===== config.mk =====
export PLATFORM = sky130hd
export DESIGN_NAME = image_uart_readback
export DESIGN_NICKNAME = d
export VERILOG_FILES = /design/src/rtl/image_uart_readback.sv
export SDC_FILE = /design/constraint.sdc
export NUM_CORES = 1
export LEC_CHECK = 0
export ABC_AREA = 1
export BUFFER_PORTS_ARGS = -buffer_cell sky130_fd_sc_hd__buf_2
export CAP_MARGIN = 5
export CORE_MARGIN = 2
export CORE_UTILIZATION = 44
export DETAILED_ROUTE_END_ITERATION = 16
export GPL_TIMING_DRIVEN = 0
export HOLD_SLACK_MARGIN = 0.02
export PLACE_DENSITY_LB_ADDON = 0.12
export SYNTH_ARGS = -nofsm -noshare
export SYNTH_HDL_FRONTEND = slang
export SYNTH_SLANG_ARGS = --single-unit

===== constraint.sdc =====
create_clock -name clk -period 1.6 [get_ports clk]
set_input_delay 0.16 -clock clk [delete_from_list [all_inputs] [get_ports clk]]
set_output_delay 0.16 -clock clk [all_outputs]
set_load 0.05 [all_outputs]

===== src/rtl/image_uart_readback.sv =====
// Reads the processed image out of the output BRAM one pixel at a time and sends
// each byte to the host as an 8N1 UART frame (LSB first, idle-high line).
module image_uart_readback #(
   parameter int CLKS_PER_BIT = 868,
   parameter int ADDR_WIDTH   = 14,
   parameter int NUM_PIXELS   = 16384
) (
   input  logic                  clk,
   input  logic                  rst,
   input  logic                  start,
   output logic [ADDR_WIDTH-1:0] mem_addr,
   input  logic [7:0]            mem_data,
   output logic                  tx,
   output logic                  busy,
   output logic                  tx_done,
   output logic [2:0]            o_dbg_state
);

   localparam int BW = (CLKS_PER_BIT > 2) ? $clog2(CLKS_PER_BIT) : 1;
   localparam logic [BW-1:0]         BAUD_LAST = BW'(CLKS_PER_BIT - 1);
   localparam logic [BW-1:0]         FETCH_LAST = BW'(1);
   localparam logic [ADDR_WIDTH-1:0] LAST_ADDR = ADDR_WIDTH'(NUM_PIXELS - 1);

   typedef enum logic [2:0] {
      IDLE  = 3'd0,
      FETCH = 3'd1,
      START = 3'd2,
      DATA  = 3'd3,
      STOP  = 3'd4,
      DONE  = 3'd5
   } state_t;

   state_t          r_state;
   logic [BW-1:0]   r_baud;
   logic [2:0]      r_bit;
   logic [7:0]      r_shift;

   assign o_dbg_state = r_state;

   // Outputs are registered: each transition also loads the value tx/busy/tx_done
   // must carry during the first cycle of the state being entered.
   always_ff @(posedge clk) begin
      if (!rst) begin
         r_state  <= IDLE;
         r_baud   <= '0;
         r_bit    <= '0;
         r_shift  <= '0;
         mem_addr <= '0;
         tx       <= 1'b1;
         busy     <= 1'b0;
         tx_done  <= 1'b0;
      end else begin
         case (r_state)
            IDLE: begin
               tx      <= 1'b1;
               busy    <= 1'b0;
               tx_done <= 1'b0;
               r_baud  <= '0;
               if (start) begin
                  mem_addr <= '0;
                  busy     <= 1'b1;
                  r_state  <= FETCH;
               end
            end
            FETCH: begin
               // BRAM data for the current address is stable by the second cycle
               if (r_baud == FETCH_LAST) begin
                  r_shift <= mem_data;
                  r_baud  <= '0;
                  tx      <= 1'b0;
                  r_state <= START;
               end else begin
                  r_baud <= r_baud + 1'b1;
               end
            end
            START: begin
               if (r_baud == BAUD_LAST) begin
                  r_baud  <= '0;
                  r_bit   <= '0;
                  tx      <= r_shift[0];
                  r_state <= DATA;
               end else begin
                  r_baud <= r_baud + 1'b1;
               end
            end
            DATA: begin
               if (r_baud == BAUD_LAST) begin
                  r_baud  <= '0;
                  r_shift <= {1'b0, r_shift[7:1]};
                  if (r_bit == 3'd7) begin
                     tx      <= 1'b1;
                     r_state <= STOP;
                  end else begin
                     r_bit <= r_bit + 1'b1;
                     tx    <= r_shift[1];
                  end
               end else begin
                  r_baud <= r_baud + 1'b1;
               end
            end
            STOP: begin
               if (r_baud == BAUD_LAST) begin
                  r_baud <= '0;
                  if (mem_addr == LAST_ADDR) begin
                     tx_done <= 1'b1;
                     r_state <= DONE;
                  end else begin
                     mem_addr <= mem_addr + 1'b1;
                     r_state  <= FETCH;
                  end
               end else begin
                  r_baud <= r_baud + 1'b1;
               end
            end
            DONE: begin
               tx      <= 1'b1;
               busy    <= 1'b0;
               tx_done <= 1'b0;
               r_baud  <= '0;
               r_state <= IDLE;
            end
            default: begin
               tx      <= 1'b1;
               busy    <= 1'b0;
               tx_done <= 1'b0;
               r_baud  <= '0;
               r_state <= IDLE;
            end
         endcase
      end
   end

endmodule

==> impl_results.md <==
* Result of the run: completed
* Area share of the leading cell type in the synthesized netlist at 0.349
* Final Max Tran Viols at 0
* Detail Route Antenna Nets at 0
* Netlist cell types at 31
* Top cells by area in the synthesized netlist: dfxtp_1 (35%), nand2_1 (17%), nor2_1 (11%), nand3_1 (9.1%), inv_1 (5.4%)
* Netlist Area Pre-Place at ~0.0024 mm²
* Part of the cycle the worst path needs at 0.973
* Fillers at between 500 and 600
* Setup_tns at 0 ps
* Detailed Route Iter0 Violations at between 100 and 150
* Cell Rows at 26
* Crit Path Category: reg2reg
* Total clock buffers created by CTS at 5
* Max transition margin at 0.559
* Worst hold stages at 3
* Drt first pass iters at 4
* Max-cap violations at 0
* RD Place Congestion at 0.771
* Maximum net fanout on the critical path at 6
* Cell family with most CP delay: simple AND/OR/NAND/NOR gates
* Worst-skew pair later-pin latency at 290 ps
* Half-perimeter wire length of the detailed placement result at roughly 3.9 mm
* Startpoint types: register
* Number of synthesized register bits at just over 40
* Filler-free cell count of the finished design at about 490
* Hold Crit Start: mem_data[7]
* Initial antenna violation count at 0
* Total via count in the routed design at roughly 2500
* Power per unit of standard cell area at around 1700 mW/mm²
* Cell count after placement at ~470
* Destination of the worst hold path: r_shift[7]
* Chain of cells forming the critical path: ha_4 > nand3_4 > nor2_4 > nand2_4 > a21oi_4 > buf_12 > buf_6 > nand3_1 > nand2_1 > nor2_1
* Wl on met1 at ~2.8 mm
* Syn avg cell area at around 6.3 µm²
* Number of sinks handled by clock tree synthesis at 41
* Register-to-register setup slack at 40 ps
* Die boundary height at ~77 µm
* Transition time at the pin with the least slew margin at 662 ps
* Synthesized netlist net count at ~390
* Clock skew after layout at 12.6 ps
* Effective utilization at floorplan at 0.458
* Commonest non-fill, non-tap cells in the layout: nand2_1 (99), nor2_1 (62), nand3_1 (36), inv_1 (32), buf_2 (31)
* Horizontal die dimension at slightly below 80 µm
* Count of nets after finishing at about 440
* Endpoint required time on the critical path at 1800 ps
* Pin count of the biggest net entering global routing at 14
* Critical R2R Capture: mem_addr[10]
* Maximum single-stage delay on the critical path at 380 ps
* Total congestion overflow after global routing at 0
* Biggest area consumer among synthesized cells: dfxtp_1
* DRC violation count after routing at 0
* Final cell utilization of the core at 0.597
* Total inserted antenna cells at 0
* Ratio of routed vias to standard cells at 4.98
* Met3 wire len at around 190 µm
* Maximum vdd drop at about 0.0006 V
* WL per Instance at 11.8 µm
* Register-to-Register Path Depth at 10
* Final Hold Violating Endpoints at 0
* Worst EP arrival at 1760 ps
* Type of the worst min-delay path: in2reg
* Worst path slowest cell: dfxtp_4
* Wire length on met2 at 2.76 mm
* Top layer in use: met4
* Count of yosys warnings during synthesis at 0
* Number of I/O port buffers at 30
* Root cell of the clock tree: clkbuf_8
* Area growth syn-to-layout at 30.5%
* Sort of element at the end of the critical path: register
* Wire length of the first global-routing pass at 9.62 mm
* Highest clock rate at 0.642 GHz
* Crit path buf inv count at 2
* Leakage dissipation at roughly 1.3 nW
* Post-synthesis instance total at around 370
* Number of endpoints failing setup at the final stage at 0
* Part of the Yosys area used for sequential elements at 0.349
* Die footprint at just under 0.006 mm²
* Clock tree from TritonCTS: built
* Setup repair after global routing missed its margin: true
* RR Startpoint: r_baud[1]
* Max Root-Sink Buffers at 2
* I/O pin count at 31
* Area of the core at about 0.0051 mm²
* Vias in the first global route at between 2000 and 2500
* Post-layout min period at 1560 ps
* Leading cell type in the layout, fill and taps excluded: nand2_1
* GRT Overall Usage at 0.196
* Clock transition at the registers of the reported paths at ~90 ps
* Total wire length at between 5 and 6 mm
* Number of H-tree branching levels at 2
* Fraction of layout instances using a drive strength above 1 at 0.282
sequential cells by signal, summed over array words and instances, names as in the netlist:
name / flops
r_baud: 10
tx_done: 1
r_bit: 3
r_shift: 8
tx: 1
busy: 1
mem_addr: 14
o_dbg_state: 3
cells in the mapped netlist:
master / count
a21oi_4: 1
or2_2: 1
buf_4: 3
buf_2: 1
a211oi_1: 1
nand3_1: 43
nor3_1: 3
buf_1: 1
a31oi_1: 1
o22ai_1: 1
ha_1: 5
nand2_4: 2
nor2_4: 2
nor2_1: 68
dfxtp_1: 41
nand2_1: 108
a21oi_1: 16
xnor2_1: 2
o21bai_1: 3
clkbuf_1: 1
o21a_1: 1
xor2_1: 4
inv_1: 34
nor4_1: 1
o21ai_0: 9
nand2_2: 4
nor2_2: 3
nand4_1: 4
nand3b_1: 1
inv_2: 4
buf_6: 2
worst max-delay path by stage:
stage / from / to / slack (ps) / cells past startpoint
after floorplan: mem_addr[1] / mem_addr[11] / 5 / 10
after global routing: r_baud[1] / o_dbg_state[0] / -80 / 10
after detailed placement: r_baud[0] / mem_addr[2] / -250 / 9
after CTS: r_baud[0] / mem_addr[11] / 10 / 9
final: r_baud[1] / mem_addr[10] / 40 / 10
after global placement: r_baud[0] / mem_addr[11] / -260 / 9
worst reg2reg max path, stage by stage (launching register included):
cell     delay (ps)
dfxtp_4         380
ha_4            170
nand3_4          70
nor2_4          130
nand2_4          90
a21oi_4         160
buf_12          140
buf_6           110
nand3_1          90
nand2_1          80
nor2_1           40
cell type report:
type                       count  area, µm²  share of cell area
buffer                         8       76.3              0.0249
clock buffer                   6       72.6              0.0236
inverter                      38        151              0.0493
tap                           70       87.6              0.0285
multi-input combinational    286       1520               0.494
timing repair buffer          41        256              0.0836
sequential                    41        872               0.284
clock inverter                 2       35.0              0.0114
cell families after synthesis:
group | share of synthesized area
AND/OR/NAND/NOR | 0.436
buffers and inverters | 0.0851
flip-flops | 0.349
AO/OA/AOI/OAI | 0.0814
XOR/XNOR | 0.0223
adder cells (fa/ha/maj) | 0.0266
power breakdown:
| part | total (mW) | internal [mW] | switching, mW |
|---|---|---|---|
| logic | 2.99 | 1.07 | 1.92 |
| registers | 1.48 | 1.25 | 0.231 |
| clock network | 0.839 | 0.464 | 0.375 |
per-layer routing:
layer | GRT usage | vias to the layer above
li1 | - | 1287
met1 | 0.255 | 1112
met2 | 0.326 | 46
met3 | 0.0388 | 6
met4 | 0.0607 | 0
met5 | 0 | -
through the flow:
step	hold WS (ps)	power (mW)	instance area, µm²	worst slack (ps)
global route	160	5.70	3070	-80.2
CTS	145	4.71	2790	10.8
detailed placement	455	3.74	2610	-253
finish	152	5.31	3070	42.4
floorplan	320	3.24	2380	4.54
global placement	450	3.73	2610	-256
timing repair:
action / CTS / global route
hold buffers: 0 / 0
setup endpoints to repair: 35 / 35
gates cloned: 0 / 3
pin swaps: 2 / 16
resized for setup: 13 / 53
hold endpoints to repair: 0 / 0
buffers inserted: 3 / 7
No activity file was read; power rests on OpenSTA's default activity.
